<file path="src/rtl/dmem_arbiter.sv">
// dmem_arbiter: shares the single-ported data memory between the core
// load/store port (port 0) and the loader/debug port (port 1). One access
// at a time: IDLE -> ACCESS -> WAIT (MEM_LAT cycles) -> RESP -> IDLE.
// Optional build macro: DMEM_ARB_RR_EN selects round-robin tie breaking;
// without it port 1 always wins simultaneous requests.
module dmem_arbiter #(
  parameter int unsigned MEM_LAT = 1
) (
  input  logic        clk,
  input  logic        rst,
  input  logic        req0,
  input  logic        we0,
  input  logic [31:0] addr0,
  input  logic [31:0] wdata0,
  input  logic        req1,
  input  logic        we1,
  input  logic [31:0] addr1,
  input  logic [31:0] wdata1,
  output logic        gnt0,
  output logic        gnt1,
  output logic        rvalid0,
  output logic        rvalid1,
  output logic [31:0] rdata0,
  output logic [31:0] rdata1,
  output logic        core_stall,
  output logic        mem_en,
  output logic        mem_we,
  output logic [31:0] mem_addr,
  output logic [31:0] mem_wdata,
  input  logic [31:0] mem_rdata
);

  localparam logic [1:0] IDLE   = 2'd0;
  localparam logic [1:0] ACCESS = 2'd1;
  localparam logic [1:0] WAIT   = 2'd2;
  localparam logic [1:0] RESP   = 2'd3;

  logic [1:0]  state;
  logic [3:0]  cnt;
  logic        owner;
  logic        we_q;

  logic        win;
  logic        sel_we;
  logic [31:0] sel_addr;
  logic [31:0] sel_wdata;

`ifdef DMEM_ARB_RR_EN
  logic last;

  // Tie goes to the port that was not served last; a lone request always wins.
  always_comb begin
    win = req1;
    if (req0 && req1) win = ~last;
  end

  // Last-served pointer, refreshed once the access is issued.
  always_ff @(posedge clk) begin
    if (rst) last <= 1'b1;
    else if (state == ACCESS) last <= owner;
  end
`else
  // Fixed priority: port 1 wins whenever it requests.
  always_comb begin
    win = req1;
  end
`endif

  // Request fields of the winning port.
  always_comb begin
    sel_we    = win ? we1    : we0;
    sel_addr  = win ? addr1  : addr0;
    sel_wdata = win ? wdata1 : wdata0;
  end

  // Core must hold while its request is outstanding and not completing now.
  always_comb begin
    core_stall = req0 & ~rvalid0;
  end

  // Sequencer: all handshake and memory-side outputs are registered pulses,
  // loaded on the edge that enters the state in which they are visible.
  always_ff @(posedge clk) begin
    if (rst) begin
      state     <= IDLE;
      cnt       <= '0;
      owner     <= 1'b0;
      we_q      <= 1'b0;
      gnt0      <= 1'b0;
      gnt1      <= 1'b0;
      rvalid0   <= 1'b0;
      rvalid1   <= 1'b0;
      rdata0    <= '0;
      rdata1    <= '0;
      mem_en    <= 1'b0;
      mem_we    <= 1'b0;
      mem_addr  <= '0;
      mem_wdata <= '0;
    end else begin
      gnt0      <= 1'b0;
      gnt1      <= 1'b0;
      rvalid0   <= 1'b0;
      rvalid1   <= 1'b0;
      rdata0    <= '0;
      rdata1    <= '0;
      mem_en    <= 1'b0;
      mem_we    <= 1'b0;
      mem_addr  <= '0;
      mem_wdata <= '0;
      case (state)
        IDLE: begin
          if (req0 || req1) begin
            owner     <= win;
            we_q      <= sel_we;
            gnt0      <= ~win;
            gnt1      <= win;
            mem_en    <= 1'b1;
            mem_we    <= sel_we;
            mem_addr  <= sel_addr & 32'hFFFF_FFFC;
            mem_wdata <= sel_wdata;
            state     <= ACCESS;
          end
        end
        ACCESS: begin
          cnt   <= 4'(MEM_LAT);
          state <= WAIT;
        end
        WAIT: begin
          if (cnt == 4'd1) begin
            cnt     <= '0;
            rvalid0 <= ~owner;
            rvalid1 <= owner;
            if (owner) rdata1 <= we_q ? 32'h0 : mem_rdata;
            else       rdata0 <= we_q ? 32'h0 : mem_rdata;
            state   <= RESP;
          end else begin
            cnt <= cnt - 4'd1;
          end
        end
        RESP: begin
          state <= IDLE;
        end
        default: begin
          state <= IDLE;
        end
      endcase
    end
  end

endmodule

</file>
<file path="config.mk">
export PLATFORM = sky130hd
export DESIGN_NAME = dmem_arbiter
export DESIGN_NICKNAME = d
export VERILOG_FILES = /design/src/rtl/dmem_arbiter.sv
export SDC_FILE = /design/constraint.sdc
export NUM_CORES = 1
export LEC_CHECK = 0
export ABC_AREA = 1
export CORE_MARGIN = 4
export CORE_UTILIZATION = 35
export DETAILED_ROUTE_END_ITERATION = 6
export PLACE_DENSITY = 0.82
export SLEW_MARGIN = 15
export SYNTH_ARGS = -nofsm -noshare
export SYNTH_HDL_FRONTEND = slang
export SYNTH_SLANG_ARGS = --single-unit
</file>
<file path="constraint.sdc">
create_clock -name clk -period 1.6 [get_ports clk]
set_input_delay 0.24 -clock clk [delete_from_list [all_inputs] [get_ports clk]]
set_output_delay 0.24 -clock clk [all_outputs]
set_load 0.03 [all_outputs]
</file>
==> run summary <==
The layer with the highest usage was met2. The critical path buffer and inverter count works out to 5. For this run, global-route usage on met3 was measured as 9.869%.

TritonCTS built the clock tree. Cell internal power was estimated by the tool at 7.438 mW. The number of antenna violations at the first check in global routing is 0. The flow ran to the end, and the final reports show no timing, DRC or antenna violations. For the area of the core, the log shows 12,210 um^2. CTS saw 140 sinks.

Synthesis instantiated 24 different standard cells from the library. Clock transition at the registers of the reported paths: 0.06 ns. Buffer type at the clock tree root: sky130_fd_sc_hd__clkbuf_16. The highest clock frequency the design can meet was 0.6665 GHz; the worst path required time was 1.96 ns. IR analysis of the VDD net gives a maximum drop of 693.9 uV. The floorplan step set the die height to 120.8 um. The power per unit of standard cell area is 1292 nW/um^2, and the final worst clock skew is 0.007263 ns.

Sequential cells burn 36.7% of the power. The largest stage delay on the critical path is 0.31 ns. The routed design has 16.21 mm of wire. Dividing the final minimum period by the clock period gives 93.77%. On the critical path, the stage with the largest delay is an instance of sky130_fd_sc_hd__dfxtp_1.

The starting DRC count in detailed routing came out at 242. Sort of element at the start of the critical path: a register. The logs give 0 for the post-detailed-route DRC marker count and 0 for the final antenna-violating net count. For the pin with the worst max-slew slack, the measured transition is 0.5383 ns.

The die span in x is 120.8 um, and the global-route wire length before repair is 23.64 mm. The average footprint of a synthesized cell is 8.589 um^2. Final setup slack of the worst path: 0.09962 ns.

Post-synthesis instance area: 4449 um^2. Using the TritonRoute via totals, the vias-per-cell ratio works out to 4.463. The layout net count was 1,017; the number of synthesis warnings was 0. The tools report the placement-stage worst setup slack as -0.3685 ns.

The largest net degree at the start of global routing came out at 39. In this run, synthesis produced a sequential element count of 140. Synthesis produced 518 cells.

The top cell types in the final layout, fill and taps aside, are sky130_fd_sc_hd__nand2_1 (230), sky130_fd_sc_hd__clkdlybuf4s50_1 (161), sky130_fd_sc_hd__dfxtp_1 (140), sky130_fd_sc_hd__dlygate4sd2_1 (132), sky130_fd_sc_hd__nor3_1 (65). The library cell used most frequently in the layout, excluding fill and tap cells, is sky130_fd_sc_hd__nand2_1. Routability-driven placement finished with a final weighted congestion of 0.8732. The register area is 2803 um^2, and the number of antenna repair diodes is 0.

The family with the most delay on the worst path was buffers and inverters. The number of global-route vias before repair was 4,659; the signed area change from the synthesized netlist to the final layout was 87.96%. The combined area of the multi-input logic cells was 1461 um^2. The H-tree was split into 4 levels. The setup path with the least slack is of type reg2reg. Setup violations remaining at the end of the flow were counted as 0. The residual overflow from global routing is 0. The total of hold buffers inserted after clock tree synthesis was 0; the fill cell instance count of the final layout was 1,015. The overall routing resource usage is 21.57%. Counting tap cells, the placed design contains a total of 989 instances. Buffers placed on the I/O ports in this run total 294. The end-of-flow core utilization came out at 68.48%. The share of total power dissipated in the clock network is 33.1%. Once the floorplan was initialized, standard cells occupied 36.43% of the core. For this run, the number of standard cells in the final layout without fillers is 1,027. Walking the worst path, the cells encountered are inv_1, ha_2, inv_1, nor2_4, nand2_4, nor2_4, buf_12, clkbuf_16, buf_4, nand2_1, nand2_1. The critical path endpoint category was a register.

For the HPWL reported at the end of detailed placement, the log shows 12.31 mm. The analysis attributes to cell leakage a power of 4.214 nW. Of the synthesized area, sequential elements account for 62.99%. Before antenna repair, the detailed router went through 4 iterations. The tools report the clock latency reported for the late side of the worst-skew pair as 0.41 ns. The tools report the I/O pin total as 301. The highest net fanout along the worst path came out at 7.

The logs give 14,580 um^2 for the floorplan die area and 1.86 ns for the endpoint arrival time on the critical path. The logs give 39.26% for the met2 capacity usage during global routing and 0 for the number of hold-slack violations in the final timing report. The final critical-path required period is 1.500 ns, and the headroom to the max-slew limit is 64.07%. Max-cap violations in this run came to 0.

The tools report the global routing met1 resource utilization as 20.55%. After floorplanning, the core was divided into 40 placement rows. Final max-slew violation count: 0. The fraction of power consumed by combinational cells came out at 30.3%. The number of vias after detailed routing came out at 4,584. The routed length per placed instance was 15.78 um; the total clock buffers created by CTS was 17. Cells with a size suffix above 1 make up 9.546% of the layout. Post-route total power: 10.81 mW. The deepest clock path buffer count was 2; the switching share of total power was 31.18%.

The class of the tightest hold or removal check is in2reg. For this design the total switching power over the nets is 3.370 mW.
-- path summary, 6_finish.rpt --
check                        startpoint                      to  slack (ns)  cells after the start
setup / recovery  state[1]$_SDFFE_PP0P_  mem_addr[9]$_SDFF_PP0_         0.1                     11
hold / removal                 addr1[7]  mem_addr[7]$_SDFF_PP0_        0.36                      3
setup reg to reg  state[1]$_SDFFE_PP0P_  mem_addr[9]$_SDFF_PP0_         0.1                     11
hold reg to reg     cnt[1]$_SDFFE_PP0P_     cnt[1]$_SDFFE_PP0P_        0.49                      2
-- routing by layer --
metal  share of wire [%]  vias to the layer above
met2                  52                      232
met4                 2.6                        0
met1                  34                     2047
li1                    -                     2275
met3                  11                       30
met5                   0                        -
-- power groups by stage --
stage | clock network [mW] | registers, mW | logic, mW
6_report | 3.57 | 3.96 | 3.27
5_1_grt | 3.82 | 4.00 | 3.55
4_1_cts | 3.64 | 3.96 | 3.24
3_5_place_dp | 0 | 4.05 | 3.36
3_3_place_gp | 0 | 4.03 | 3.31
2_1_floorplan | 0 | 4.63 | 1.09
-- per-stage QoR --
stage               area [um^2]  hold WS, ns  TNS (ns)
finish                     8363       0.3635         0
global route               8363       0.3538  -0.01951
CTS                        8312       0.3438         0
detailed placement         7883       0.4907    -21.61
global placement           7883       0.4736    -18.20
floorplan                  4453       0.3091         0
-- area by class of cell --
type / count / share of cell area, %
sequential: 140 / 33.51
timing repair buffer: 340 / 39.51
inverter: 12 / 0.5386
clock buffer: 24 / 5.640
clock inverter: 8 / 0.8079
tap: 168 / 2.513
multi-input combinational: 335 / 17.47
-- cells by family (layout without fill, tap and decap cells) --
group,after synthesis,in the layout,synth area share [%]
DFF,140,140,62.99
buffers and inverters,44,384,4.415
and+or+nand+nor,317,317,29.64
other,1,2,0.08428
muxes,1,1,0.2250
adders and majority gates,5,5,1.406
AOI/OAI and AO/OA,10,10,1.238
-- worst register-to-register path, delay by kind of cell, from the launching register on --
kind	cells	cell delay [ns]
buffers and inverters	5	0.52
flip-flops	1	0.31
AND/OR/NAND/NOR	5	0.47
adder cells (fa/ha/maj)	1	0.17
-- flip-flops by register name, indices dropped and copies added (netlist names), 2 cells and up --
signal / count
mem_wdata: 32
mem_addr: 30
cnt: 4
state: 2
rdata0: 32
rdata1: 32
-- repair_timing --
item                                   4_1_cts  5_1_grt
gates resized for setup                    132        2
buffers inserted                             4        1
setup endpoints to repair                  194       17
pin swaps                                    2        2
cloned                                       0        1
endpoints found under the hold margin        0        0
-- synth_stat cells, drive strengths merged --
cell type	instances	area share, %
mux2i	1	0.22
a31oi	1	0.14
nor3	65	7.3
nand3	5	0.56
nor2	13	1.7
o21ai	2	0.22
or2	1	0.14
nand3b	1	0.17
inv	11	0.93
buf	21	2.5
dfxtp	140	63
conb	1	0.084
clkinv	1	0.084
o22ai	1	0.14
o211ai	1	0.17
nand2	231	20
nand4	1	0.14
ha	5	1.4
a21oi	5	0.56
clkbuf	11	0.93
Power figures use the tool's default switching activity.
